--- src/rtl/pll_clkdiv_seq.sv ---
// Lock sequencer and multi-channel aligned clock divider running on the vco-rate clock.
// Outputs stay quiet while in standby. After the lock interval, NCH phase-aligned divided
// clocks are released. Divider reload and per-channel re-entry are glitch-free.
module pll_clkdiv_seq #(
  parameter int unsigned NCH         = 3,
  parameter int unsigned DW          = 4,
  parameter int unsigned LOCK_CYCLES = 16
) (
  input  logic              clk,
  input  logic              reset_l,
  input  logic              stby,
  input  logic [NCH-1:0]    ch_stby,
  input  logic [NCH*DW-1:0] div_in,
  input  logic              div_ld,
  output logic              div_ack,
  output logic [NCH-1:0]    clko,
  output logic              lock,
  output logic              align
);

  localparam int unsigned TW = (LOCK_CYCLES > 1) ? $clog2(LOCK_CYCLES) : 1;

  localparam logic [1:0] S_OFF    = 2'd0;
  localparam logic [1:0] S_COUNT  = 2'd1;
  localparam logic [1:0] S_LOCKED = 2'd2;

  logic [1:0]               state_q, state_d;
  logic [TW-1:0]            timer_q, timer_d;
  logic [NCH-1:0][DW-1:0]   div_in_a;
  logic [NCH-1:0][DW-1:0]   cnt_q;
  logic [NCH-1:0][DW-1:0]   div_cur_q;
  logic [NCH-1:0][DW-1:0]   div_pend_q;
  logic [NCH-1:0]           pend_vld_q;
  logic [NCH-1:0]           run_q;
  logic [NCH-1:0]           term_c;
  logic [NCH-1:0]           rise_c;
  logic [NCH-1:0]           start_c;
  logic                     ch0_start_c;
  logic                     entry_c;
  logic                     in_lock_c;

  assign div_in_a = div_in;

  // State and lock timer registers
  always_ff @(posedge clk or negedge reset_l) begin
    if (!reset_l) begin
      state_q <= S_OFF;
      timer_q <= '0;
    end else begin
      state_q <= state_d;
      timer_q <= timer_d;
    end
  end

  // Next-state: standby overrides everything, COUNT lasts LOCK_CYCLES cycles
  always_comb begin
    state_d = state_q;
    timer_d = timer_q;
    case (state_q)
      S_OFF: begin
        timer_d = '0;
        if (!stby) state_d = S_COUNT;
      end
      S_COUNT: begin
        if (timer_q == TW'(LOCK_CYCLES - 1)) begin
          state_d = S_LOCKED;
          timer_d = '0;
        end else begin
          timer_d = timer_q + TW'(1);
        end
      end
      S_LOCKED: timer_d = '0;
      default: begin
        state_d = S_OFF;
        timer_d = '0;
      end
    endcase
    if (stby) begin
      state_d = S_OFF;
      timer_d = '0;
    end
  end

  assign entry_c   = (state_q != S_LOCKED) && (state_d == S_LOCKED);
  assign in_lock_c = (state_q == S_LOCKED) && (state_d == S_LOCKED);

  // Terminal count and rising period boundary per channel
  always_comb begin
    term_c = '0;
    rise_c = '0;
    for (int unsigned i = 0; i < NCH; i++) begin
      term_c[i] = run_q[i] && (cnt_q[i] == div_cur_q[i]);
      rise_c[i] = term_c[i] && !clko[i];
    end
  end

  // Channel 0 starts a period on lock entry, at its boundary, or on standby release
  always_comb begin
    ch0_start_c = !ch_stby[0] &&
                  (entry_c || (in_lock_c && (!run_q[0] || rise_c[0])));
  end

  // Released channels wait for channel 0 to start a period (or go at once if it is parked)
  always_comb begin
    start_c = '0;
    for (int unsigned i = 0; i < NCH; i++) begin
      if (i == 0) begin
        start_c[i] = ch0_start_c;
      end else begin
        start_c[i] = !ch_stby[i] &&
                     (entry_c ||
                      (in_lock_c && !run_q[i] && (ch0_start_c || ch_stby[0])));
      end
    end
  end

  // Per-channel divide counters and output clocks
  always_ff @(posedge clk or negedge reset_l) begin
    if (!reset_l) begin
      cnt_q <= '0;
      clko  <= '0;
      run_q <= '0;
    end else begin
      for (int unsigned i = 0; i < NCH; i++) begin
        if (!(entry_c || in_lock_c) || ch_stby[i]) begin
          cnt_q[i] <= '0;
          clko[i]  <= 1'b0;
          run_q[i] <= 1'b0;
        end else if (start_c[i]) begin
          cnt_q[i] <= '0;
          clko[i]  <= 1'b1;
          run_q[i] <= 1'b1;
        end else if (run_q[i]) begin
          if (term_c[i]) begin
            cnt_q[i] <= '0;
            clko[i]  <= !clko[i];
          end else begin
            cnt_q[i] <= cnt_q[i] + DW'(1);
          end
        end
      end
    end
  end

  // Divider capture; while locked each channel adopts the pending value at a later boundary
  always_ff @(posedge clk or negedge reset_l) begin
    if (!reset_l) begin
      div_cur_q  <= '0;
      div_pend_q <= '0;
      pend_vld_q <= '0;
      div_ack    <= 1'b0;
    end else begin
      div_ack <= div_ld;
      if (div_ld) div_pend_q <= div_in_a;
      if (state_q != S_LOCKED) begin
        pend_vld_q <= '0;
        if (div_ld) begin
          div_cur_q <= div_in_a;
        end else begin
          for (int unsigned i = 0; i < NCH; i++) begin
            if (pend_vld_q[i]) div_cur_q[i] <= div_pend_q[i];
          end
        end
      end else begin
        for (int unsigned i = 0; i < NCH; i++) begin
          if (div_ld) begin
            pend_vld_q[i] <= 1'b1;
          end else if (pend_vld_q[i] && rise_c[i]) begin
            div_cur_q[i]  <= div_pend_q[i];
            pend_vld_q[i] <= 1'b0;
          end
        end
      end
    end
  end

  // Registered lock flag and channel-0 period-start pulse
  always_ff @(posedge clk or negedge reset_l) begin
    if (!reset_l) begin
      lock  <= 1'b0;
      align <= 1'b0;
    end else begin
      lock  <= (state_d == S_LOCKED);
      align <= ch0_start_c;
    end
  end

endmodule

--- config.mk ---
export PLATFORM = sky130hd
export DESIGN_NAME = pll_clkdiv_seq
export DESIGN_NICKNAME = d
export VERILOG_FILES = /design/src/rtl/pll_clkdiv_seq.sv
export SDC_FILE = /design/constraint.sdc
export NUM_CORES = 1
export LEC_CHECK = 0
export ABC_CLOCK_PERIOD_IN_PS = 2320
export BUFFER_PORTS_ARGS = -buffer_cell sky130_fd_sc_hd__buf_4
export CAP_MARGIN = 5
export CORE_ASPECT_RATIO = 1.5
export CORE_MARGIN = 2
export CORE_UTILIZATION = 35
export CTS_BUF_LIST = sky130_fd_sc_hd__clkbuf_8
export DETAILED_ROUTE_END_ITERATION = 6
export GPL_TIMING_DRIVEN = 1
export SETUP_SLACK_MARGIN = 0.05
export SYNTH_ARGS = -nofsm -noshare
export SYNTH_HDL_FRONTEND = slang
export SYNTH_SLANG_ARGS = --single-unit
--- constraint.sdc ---
create_clock -name clk -period 2.32 [get_ports clk]
set_input_delay 0.116 -clock clk [delete_from_list [all_inputs] [get_ports clk]]
set_output_delay 0.116 -clock clk [all_outputs]
set_load 0.005 [all_outputs]
# Word level (Yosys, flattened, before mapping)
# Index checks and enable logic that the tools add are counted.
[word_totals]
regBits = 54
output_inout_bits = 6
[op_classes]
reduce_logical = 60
mux = 54
n_eq_ne = 12
addsub = 4
[op_table]
columns = ["op", "count"]
rows = [
  ["$mux 4", 24],
  ["$reduce_bool 3->1", 9],
  ["$mux 1", 24],
  ["$mux 12", 2],
  ["$logic_and 1x1->1", 19],
  ["$add 4x1->4 const B", 4],
  ["$eq 4x4->1", 3],
  ["$reduce_bool 2->1", 6],
  ["$logic_not 1->1", 10],
  ["$logic_or 1x1->1", 9],
  ["$ne 3x3->1 const B", 3],
  ["$reduce_and 3->1", 3],
  ["$pmux 2 s3", 1],
  ["$reduce_and 2->1", 3],
  ["$eq 2x2->1 const B", 2],
  ["$eq 4x4->1 const B", 1],
  ["$mux 2", 2],
  ["$mux 3", 1],
  ["$eq 2x1->1 const B", 1],
  ["$logic_not 2->1", 1],
  ["$ne 2x1->1 const B", 1],
  ["$ne 2x2->1 const B", 1],
]

# Logic depth before layout (Yosys ltp)
# Gate-level depths: netlist (run 1).
[depth]
word_depth = 15
mapped_depth = 7
ltp_nobuf = 7

# Least setup slack after synthesis (run 1)
# Ideal clock, no wire load.
[synth_timing]
path_kind = "register -> register"
start = "reg cnt_q[7] (netlist bit)"
end = "reg cnt_q[6] (netlist bit)"
path_slack_ns = 0.682
path_stages_with_launch = 6
period_less_slack_ns = 1.638
setup_ns = 0.119
t_required_ns = 2.201
arrival_ns = 1.519
cell_sequence = "dfrtp_1 xor2_1 or4_4 and3_4 a21oi_1 o21ba_1"
[synth_via]
elab_chain_cells = 6
[synth_lines]
columns = ["element", "line_no", "rtl"]
rows = [
  ["from (decl)", "30", "logic [NCH-1:0][DW-1:0] cnt_q;"],
  ["from (signal, indexed assignment)", "138", "cnt_q[i] <= cnt_q[i] + DW'(1);"],
  ["$eq 4x4->1", "92", "term_c[i] = run_q[i] && (cnt_q[i] == div_cur_q[i]);"],
  ["$logic_and 1x1->1", "92", ""],
  ["$mux 4", "134", "if (term_c[i]) begin"],
  ["$mux 4", "133", "end else if (run_q[i]) begin"],
  ["$mux 4", "129", "end else if (start_c[i]) begin"],
  ["$mux 4", "125", "if (!(entry_c || in_lock_c) || ch_stby[i]) begin"],
]
# Every way passes these cells. The select of a mux whose other input is x is not followed.
# A chain may end at the register's enable or synchronous reset.

# Worst setup path after layout (run 1)
[layout_timing]
start = "reg cnt_q[8] (netlist bit)"
end = "reg div_cur_q[10] (netlist bit)"
[layout_via]
elab_chain_cells = 6
[layout_lines]
columns = ["element", "line_no", "rtl"]
rows = [
  ["$eq 4x4->1", "92", ""],
  ["$logic_and 1x1->1", "92", ""],
  ["$logic_and 1x1->1", "93", "rise_c[i] = term_c[i] && !clko[i];"],
  ["$logic_and 1x1->1", "168", "end else if (pend_vld_q[i] && rise_c[i]) begin"],
  ["$reduce_bool 2->1 (no source line)", "n/a", ""],
  ["$reduce_and 3->1 (no source line)", "n/a", ""],
  ["to (signal assigned)", "158", "div_cur_q <= div_in_a;"],
  ["to (signal, indexed assignment)", "161", "if (pend_vld_q[i]) div_cur_q[i] <= div_pend_q[i];"],
  ["to (signal, indexed assignment)", "169", "div_cur_q[i] <= div_pend_q[i];"],
  ["to (decl)", "31", "logic [NCH-1:0][DW-1:0] div_cur_q;"],
]
# Every way passes these cells.

==> results.tsv, run 1 <==
stage	metric	value	unit
cells_and_area	area grow syn2layout	15.6	%
clock_tree	clock latency reported for the late side of the worst-skew pair	310	ps
logic_synthesis	synthesized instance count	226	
logic_synthesis	post-synthesis xor/xnor area fraction	5.57	%
sta	fin. max-slew vios	0	
global_routing	vias in the first global route	1804	
worst_setup_path	crit path capture type	flip-flop	
clock_tree	TritonCTS clock tree	built	
route	# DRC	0	
global_routing	first-pass GRT wire length	8.39	mm
route	drt initial violations	70	
status	outcome	finished clean	
logic_synthesis	Most used DFF post-synth	dfrtp_1	
worst_setup_path	Buf+Inv Stages, Crit Path	0	
sta	RSZ-0062 raised after global routing	no	
global_routing	met1 usage	17.0	%
route	Routed Antenna Nets	0	
die	CORE AREA	0.00751	mm2
sta	clk_skew	6.81	ps
power	Tot Pwr	1.79	mW
logic_synthesis	Post-Synth Adder-Cell Area	1.87	%
worst_setup_path	Data arrival, critical path	2030	ps
worst_hold_path	Hold Path Sink	div_pend_q[6]	
die	Die Span Y	111	um
worst_setup_path	WS Path Type	flip-flop to flip-flop	
cells_and_area	non-filler cells, final	360	
cells_and_area	most common cell after layout, fill and taps aside	dfrtp_1	
global_routing	busiest grt layer	met2	
placed_design	PortBufs	24	
die	Core Rows	39	
clock_tree	htree depth	2	
worst_setup_path	RR Endpoint	div_cur_q[10]	
logic_synthesis	Yosys Warn Count	0	
worst_setup_path	startpoint type of the worst setup path	flip-flop	
worst_setup_path	delay-heaviest family, CP	flip-flops	
clock_tree	CTS Sinks	54	
cells_and_area	fraction of layout cells with a size suffix above 1	22.9	%
sta	setup_tns	0	ps
cells_and_area	Fillers	764	
sta	Achievable Freq	556	MHz
global_routing	initial antenna violation count	0	
clock_tree	CTS root buffer	clkbuf_8	
worst_setup_path	crit-path max FO	5	
worst_setup_path	WP data required	2550	ps
worst_hold_path	worst hold stages	2	
global_routing	Total GRT Usage	13.0	%
sta	final hold viol count	0	
die	I/O pin total	25	
placed_design	RD Place Congestion	0.791	
route	router iterations before antenna repair	4	
worst_setup_path	r2r startpoint	cnt_q[8]	
cells_and_area	Layout Nets	280	
route	DR WL/cell	13.2	um
global_routing	largest net degree at the start of global routing	55	
clock_tree	CTS Buffer Depth	2	
logic_synthesis	post-synthesis sequential area ratio	50.6	%
logic_synthesis	EDFF count, synth	0	
sta	Slew HR	54.7	%
clock_tree	Reg clk slew, reported paths	90	ps
logic_synthesis	Synth Area in Simple Gates	11.6	%
sta	Worst-Margin Slew	680	ps
placed_design	placed insts	350	
worst_hold_path	HP Start	div_in[6]	
worst_hold_path	Hold Crit Class	input port to flip-flop	
logic_synthesis	syn_area_per_cell	11.8	um2
global_routing	grt met3 use	2.73	%
clock_tree	total CTS buffers	5	
logic_synthesis	Seq cells post-synth	54	
route	final WL	4.74	mm
cells_and_area	Core Util, Final	41.1	%
logic_synthesis	largest family of logic cells by synthesized area	multiplexers	
sta	count of final setup violators	0	
logic_synthesis	Async SR Flop Fraction	100	%
power	LEAKAGE	1.50	nW
cells_and_area	Diodes inserted	0	
logic_synthesis	post-synthesis cell type count	48	
power	maximum vdd drop	237	uV
logic_synthesis	Mapped Nets	249	
run	max-cap violations	0	
clock_tree	post-CTS setup buffer count	0	
die	Initial Utilization	35.5	%
worst_setup_path	CP cell instances	xor2_1 > nor3_4 > nand3_4 > o41ai_4 > mux2i_1	
die	die width	75.3	um
placed_design	HPWL Detailed	3.44	mm
global_routing	met2 GRT Util	20.4	%
cells_and_area	most frequent cells in the layout	dfrtp_1 (54), buf_4 (26), mux2i_1 (24)	
route	vias	1739	
route	Via density	4.83	
logic_synthesis	complex-gate fraction of the synthesized area	12.2	%
worst_setup_path	reg2reg setup slack	520	ps
power	Power Dens Cells	578	mW/mm2
logic_synthesis	Mapped Area	0.00267	mm2
global_routing	grt total ovfl	0	
worst_setup_path	Worst R2R Path Depth	5	
die	DIE AREA	0.00836	mm2
logic_synthesis	mux cell area share after synthesis	14.5	%
sta	min Tclk post-route	1800	ps
sta	final worst-path cycle share	77.5	%
worst_setup_path	Worst path slowest cell	dfrtp_1	
worst_setup_path	crit-path max cell delay	450	ps
==> synth_stat cells (all sizes together), types with 3 or more instances <==
master	n	area [um2]
a21oi	8	43.8
a311oi	4	35.0
a31oi	3	18.8
and3	4	30.0
buf	4	20.0
dfrtp	54	1350
ha	4	50.1
inv	21	78.8
mux2	13	146
mux2i	24	240
nand2	9	33.8
nand3	6	42.5
nor2	10	37.5
nor2b	3	18.8
nor3	5	41.3
o21ai	6	30.0
xnor2	7	61.3
xor2	10	87.6
==> flip-flops by register name, summed over array words and instances, names as in the netlist <==
name,cells
align,1
clko,3
cnt_q,12
div_ack,1
div_cur_q,12
div_pend_q,12
lock,1
pend_vld_q,3
run_q,3
state_q,2
timer_q,4
==> metal layers <==
| metal | part of all wire [%] | vias to the layer above |
|---|---|---|
| li1 | - | 872 |
| met1 | 47 | 838 |
| met2 | 49 | 22 |
| met3 | 2.5 | 7 |
| met4 | 2.2 | 0 |
| met5 | 0 | - |
==> power breakdown <==
part | leakage [nW] | switching, mW | internal [mW]
sequential | 0.695 | 0.0346 | 0.997
clock | 0.0472 | 0.311 | 0.241
combinational | 0.756 | 0.104 | 0.0997
==> worst max-delay path by stage <==
stage,from,to,slack (ps),cells after the start
floorplan,cnt_q[7],cnt_q[6],680,5
global placement,cnt_q[8],div_cur_q[10],560,5
CTS,cnt_q[8],div_cur_q[10],490,5
detailed placement,cnt_q[8],div_cur_q[10],530,5
global route,timer_q[0],cnt_q[3],390,7
finish,cnt_q[8],div_cur_q[10],520,5
==> logic make-up after synthesis <==
| logic type | Yosys count |
|---|---|
| xor+xnor | 17 |
| flops | 54 |
| buf+inv | 25 |
| fa+ha+maj | 4 |
| simple gates | 48 |
| mux | 37 |
| compound gates | 41 |
==> stage by stage <==
stage          setup slack (ps)  instance area [um2]  hold slack (ps)
4_1_cts                     491                 3090             39.4
6_report                    522                 3090             49.8
5_1_grt                     393                 3090             34.8
3_5_place_dp                527                 2970              207
3_3_place_gp                555                 2970              212
2_1_floorplan               682                 2670             -180
==> final cells by class <==
class | count | area [um2] | area share (%)
well taps | 102 | 128 | 4.13
clock inverters | 2 | 12.5 | 0.405
flip-flops and latches | 54 | 1350 | 43.7
clock buffers | 6 | 82.6 | 2.67
repair buffers | 28 | 215 | 6.97
inverters | 21 | 78.8 | 2.55
multi-input cells | 147 | 1220 | 39.5
==> timing repair <==
action / 4_1_cts / 5_1_grt
endpoints found under the hold margin: 56 / 0
hold buffers: 2 / 0
resized for setup: 0 / 0
==> worst register-to-register path, cell delays in order, from the launching register on <==
cell	delay [ps]
dfrtp_1	450
xor2_1	190
nor3_4	290
nand3_4	140
o41ai_4	410
mux2i_1	240
No activity file was read; power rests on OpenSTA's default activity.
==> inputs of run 2 (changes only) <==
--- a/config.mk
+++ b/config.mk
@@ -5,7 +5,7 @@
 export SDC_FILE = /design/constraint.sdc
 export NUM_CORES = 1
 export LEC_CHECK = 0
-export ABC_CLOCK_PERIOD_IN_PS = 2320
+export ABC_CLOCK_PERIOD_IN_PS = 1650
 export BUFFER_PORTS_ARGS = -buffer_cell sky130_fd_sc_hd__buf_4
 export CAP_MARGIN = 5
 export CORE_ASPECT_RATIO = 1.5
==> constraint.sdc (replaced) <==
create_clock -name clk -period 1.65 [get_ports clk]
set_input_delay 0.0825 -clock clk [delete_from_list [all_inputs] [get_ports clk]]
set_output_delay 0.0825 -clock clk [all_outputs]
set_load 0.005 [all_outputs]
==> run 2 against run 1 <==
- the run now ends with setup timing left
- core utilization increased by 4.4 points
- final cell count increased by 8.6%
- global-route usage increased by 1.3 points
- die area unchanged
- setup slack got worse by 560 ps
- critical endpoint is now cnt_q[4]
- highest routed layer unchanged
==> results.tsv, run 2 (synthesis gave the netlist of run 1 again) <==
stage	metric	value	unit
cells_and_area	post-route cell area	0.00342	mm2
power	power share of the clock group	28.2	%
die	Core Rows	39	
power	Tot Pwr	2.48	mW
power	Sw Pwr	632	uW
die	I/O pin total	25	
die	CORE AREA	0.00751	mm2
route	Routed Antenna Nets	0	
route	router iterations before antenna repair	4	
route	final WL	5.36	mm
worst_setup_path	delay-heaviest family, CP	simple AND/OR/NAND/NOR gates	
power	switching share of power	25.5	%
global_routing	Total GRT Usage	14.2	%
clock_tree	CTS root buffer	clkbuf_8	
clock_tree	total CTS buffers	5	
sta	clk_skew	9.75	ps
global_routing	vias in the first global route	2020	
cells_and_area	area grow syn2layout	28.1	%
worst_setup_path	CP cell instances	xor2_1 > or4_4 > and3_4 > mux2_2	
worst_setup_path	Worst path slowest cell	or4_4	
placed_design	PortBufs	24	
global_routing	grt total ovfl	0	
sta	final hold viol count	0	
cells_and_area	most common cell after layout, fill and taps aside	buf_4	
sta	Slew HR	54.1	%
die	die width	75.3	um
run	max-cap violations	0	
cells_and_area	biggest regs	cnt_q x12, div_cur_q x12, div_pend_q x12	
power	Gate power share	13.2	%
power	sequential fraction of design power	58.7	%
worst_setup_path	crit-path max FO	4	
worst_setup_path	WP data required	1860	ps
sta	setup_tns	-67.0	ps
sta	min Tclk post-route	1680	ps
die	DIE AREA	0.00836	mm2
global_routing	largest net degree at the start of global routing	55	
sta	fin. max-slew vios	0	
placed_design	placed insts	369	
worst_setup_path	crit-path max cell delay	540	ps
clock_tree	TritonCTS clock tree	built	
sta	RSZ-0062 raised after global routing	yes	
power	maximum vdd drop	292	uV
worst_setup_path	crit path capture type	flip-flop	
placed_design	DP Area	0.00312	mm2
worst_setup_path	Data arrival, critical path	1890	ps
sta	Achievable Freq	594	MHz
clock_tree	clock latency reported for the late side of the worst-skew pair	310	ps
cells_and_area	most frequent cells in the layout	buf_4 (56), dfrtp_1 (54), mux2i_1 (24)	
sta	Worst-Margin Slew	689	ps
power	internal power	1.85	mW
cells_and_area	Layout Nets	312	
cells_and_area	non-filler cells, final	391	
worst_setup_path	WS Path Type	flip-flop to flip-flop	
clock_tree	Reg clk slew, reported paths	90	ps
power	LEAKAGE	1.66	nW
clock_tree	htree depth	2	
cells_and_area	fraction of layout cells with a size suffix above 1	36.0	%
route	Via density	4.89	
power	Power Dens Cells	725	mW/mm2
placed_design	RD Place Congestion	0.765	
route	vias	1913	
clock_tree	CTS Sinks	54	
global_routing	initial antenna violation count	0	
route	drt initial violations	80	
clock_tree	CTS Buffer Depth	2	
sta	setup slack after layout	-33.6	ps
placed_design	HPWL Detailed	3.61	mm
worst_hold_path	Hold Crit Class	input port to flip-flop	
route	DR WL/cell	13.7	um
sta	final worst-path cycle share	102	%
global_routing	first-pass GRT wire length	9.25	mm
route	# DRC	0	
worst_setup_path	startpoint type of the worst setup path	flip-flop	
sta	count of final setup violators	2	
cells_and_area	Diodes inserted	0	
status	outcome	finished with violations	
die	Die Span Y	111	um
worst_setup_path	reg2reg setup slack	-30	ps
die	Initial Utilization	35.5	%
worst_setup_path	Buf+Inv Stages, Crit Path	0	
status	failing checks	setup timing	
-- run 2: timing repair --
action	CTS	global route
hold buffers	2	0
gates cloned	1	0
hold endpoints to repair	56	0
pin swaps	8	15
setup buffers	5	7
gates resized for setup	10	14
endpoints found under the setup margin	21	27
-- run 2: final cells by class --
cell class	count	area, um2
clock buffers	5	68.8
clock inverters	2	7.51
fillers	753	4090
inverters	21	78.8
multi-input cells	148	1340
flip-flops and latches	54	1350
well taps	102	128
repair buffers	59	452
-- run 2: routing by layer --
| metal | vias up | track usage (%) | wire (um) |
|---|---|---|---|
| met1 | 958 | 17.6 | 2230 |
| li1 | 923 | - | - |
| met2 | 27 | 22.9 | 2870 |
| met4 | 0 | 6.43 | 115 |
| met5 | - | 0 | 0 |
| met3 | 5 | 3.45 | 148 |
-- run 2: power groups by stage --
stage | sequential (mW) | clock, mW | combinational [mW]
floorplan | 1.47 | 0 | 0.194
global placement | 1.47 | 0 | 0.299
detailed placement | 1.48 | 0 | 0.304
CTS | 1.45 | 0.740 | 0.321
global route | 1.47 | 0.792 | 0.368
finish | 1.46 | 0.700 | 0.327
-- run 2: path summary, 6_finish.rpt --
kind	startpoint	cells past startpoint	end
max	cnt_q[7]	4	cnt_q[4]
min	div_in[3]	2	div_pend_q[3]
max reg2reg	cnt_q[7]	4	cnt_q[4]
min reg2reg	timer_q[3]	1	timer_q[3]
max in group asynchronous	reset_l	2	div_pend_q[11]
min in group asynchronous	reset_l	2	cnt_q[4]
-- run 2: stage by stage --
| step | utilization, % | hold WS, ps | worst slack [ps] |
|---|---|---|---|
| 4_1_cts | 44.1 | 5.06 | -43.2 |
| 5_1_grt | 45.6 | 6.61 | -104 |
| 2_1_floorplan | - | -213 | 11.8 |
| 3_5_place_dp | 41.5 | 182 | -44.4 |
| 3_3_place_gp | 41.5 | 180 | -12.7 |
| 6_report | 45.6 | 19.3 | -33.6 |
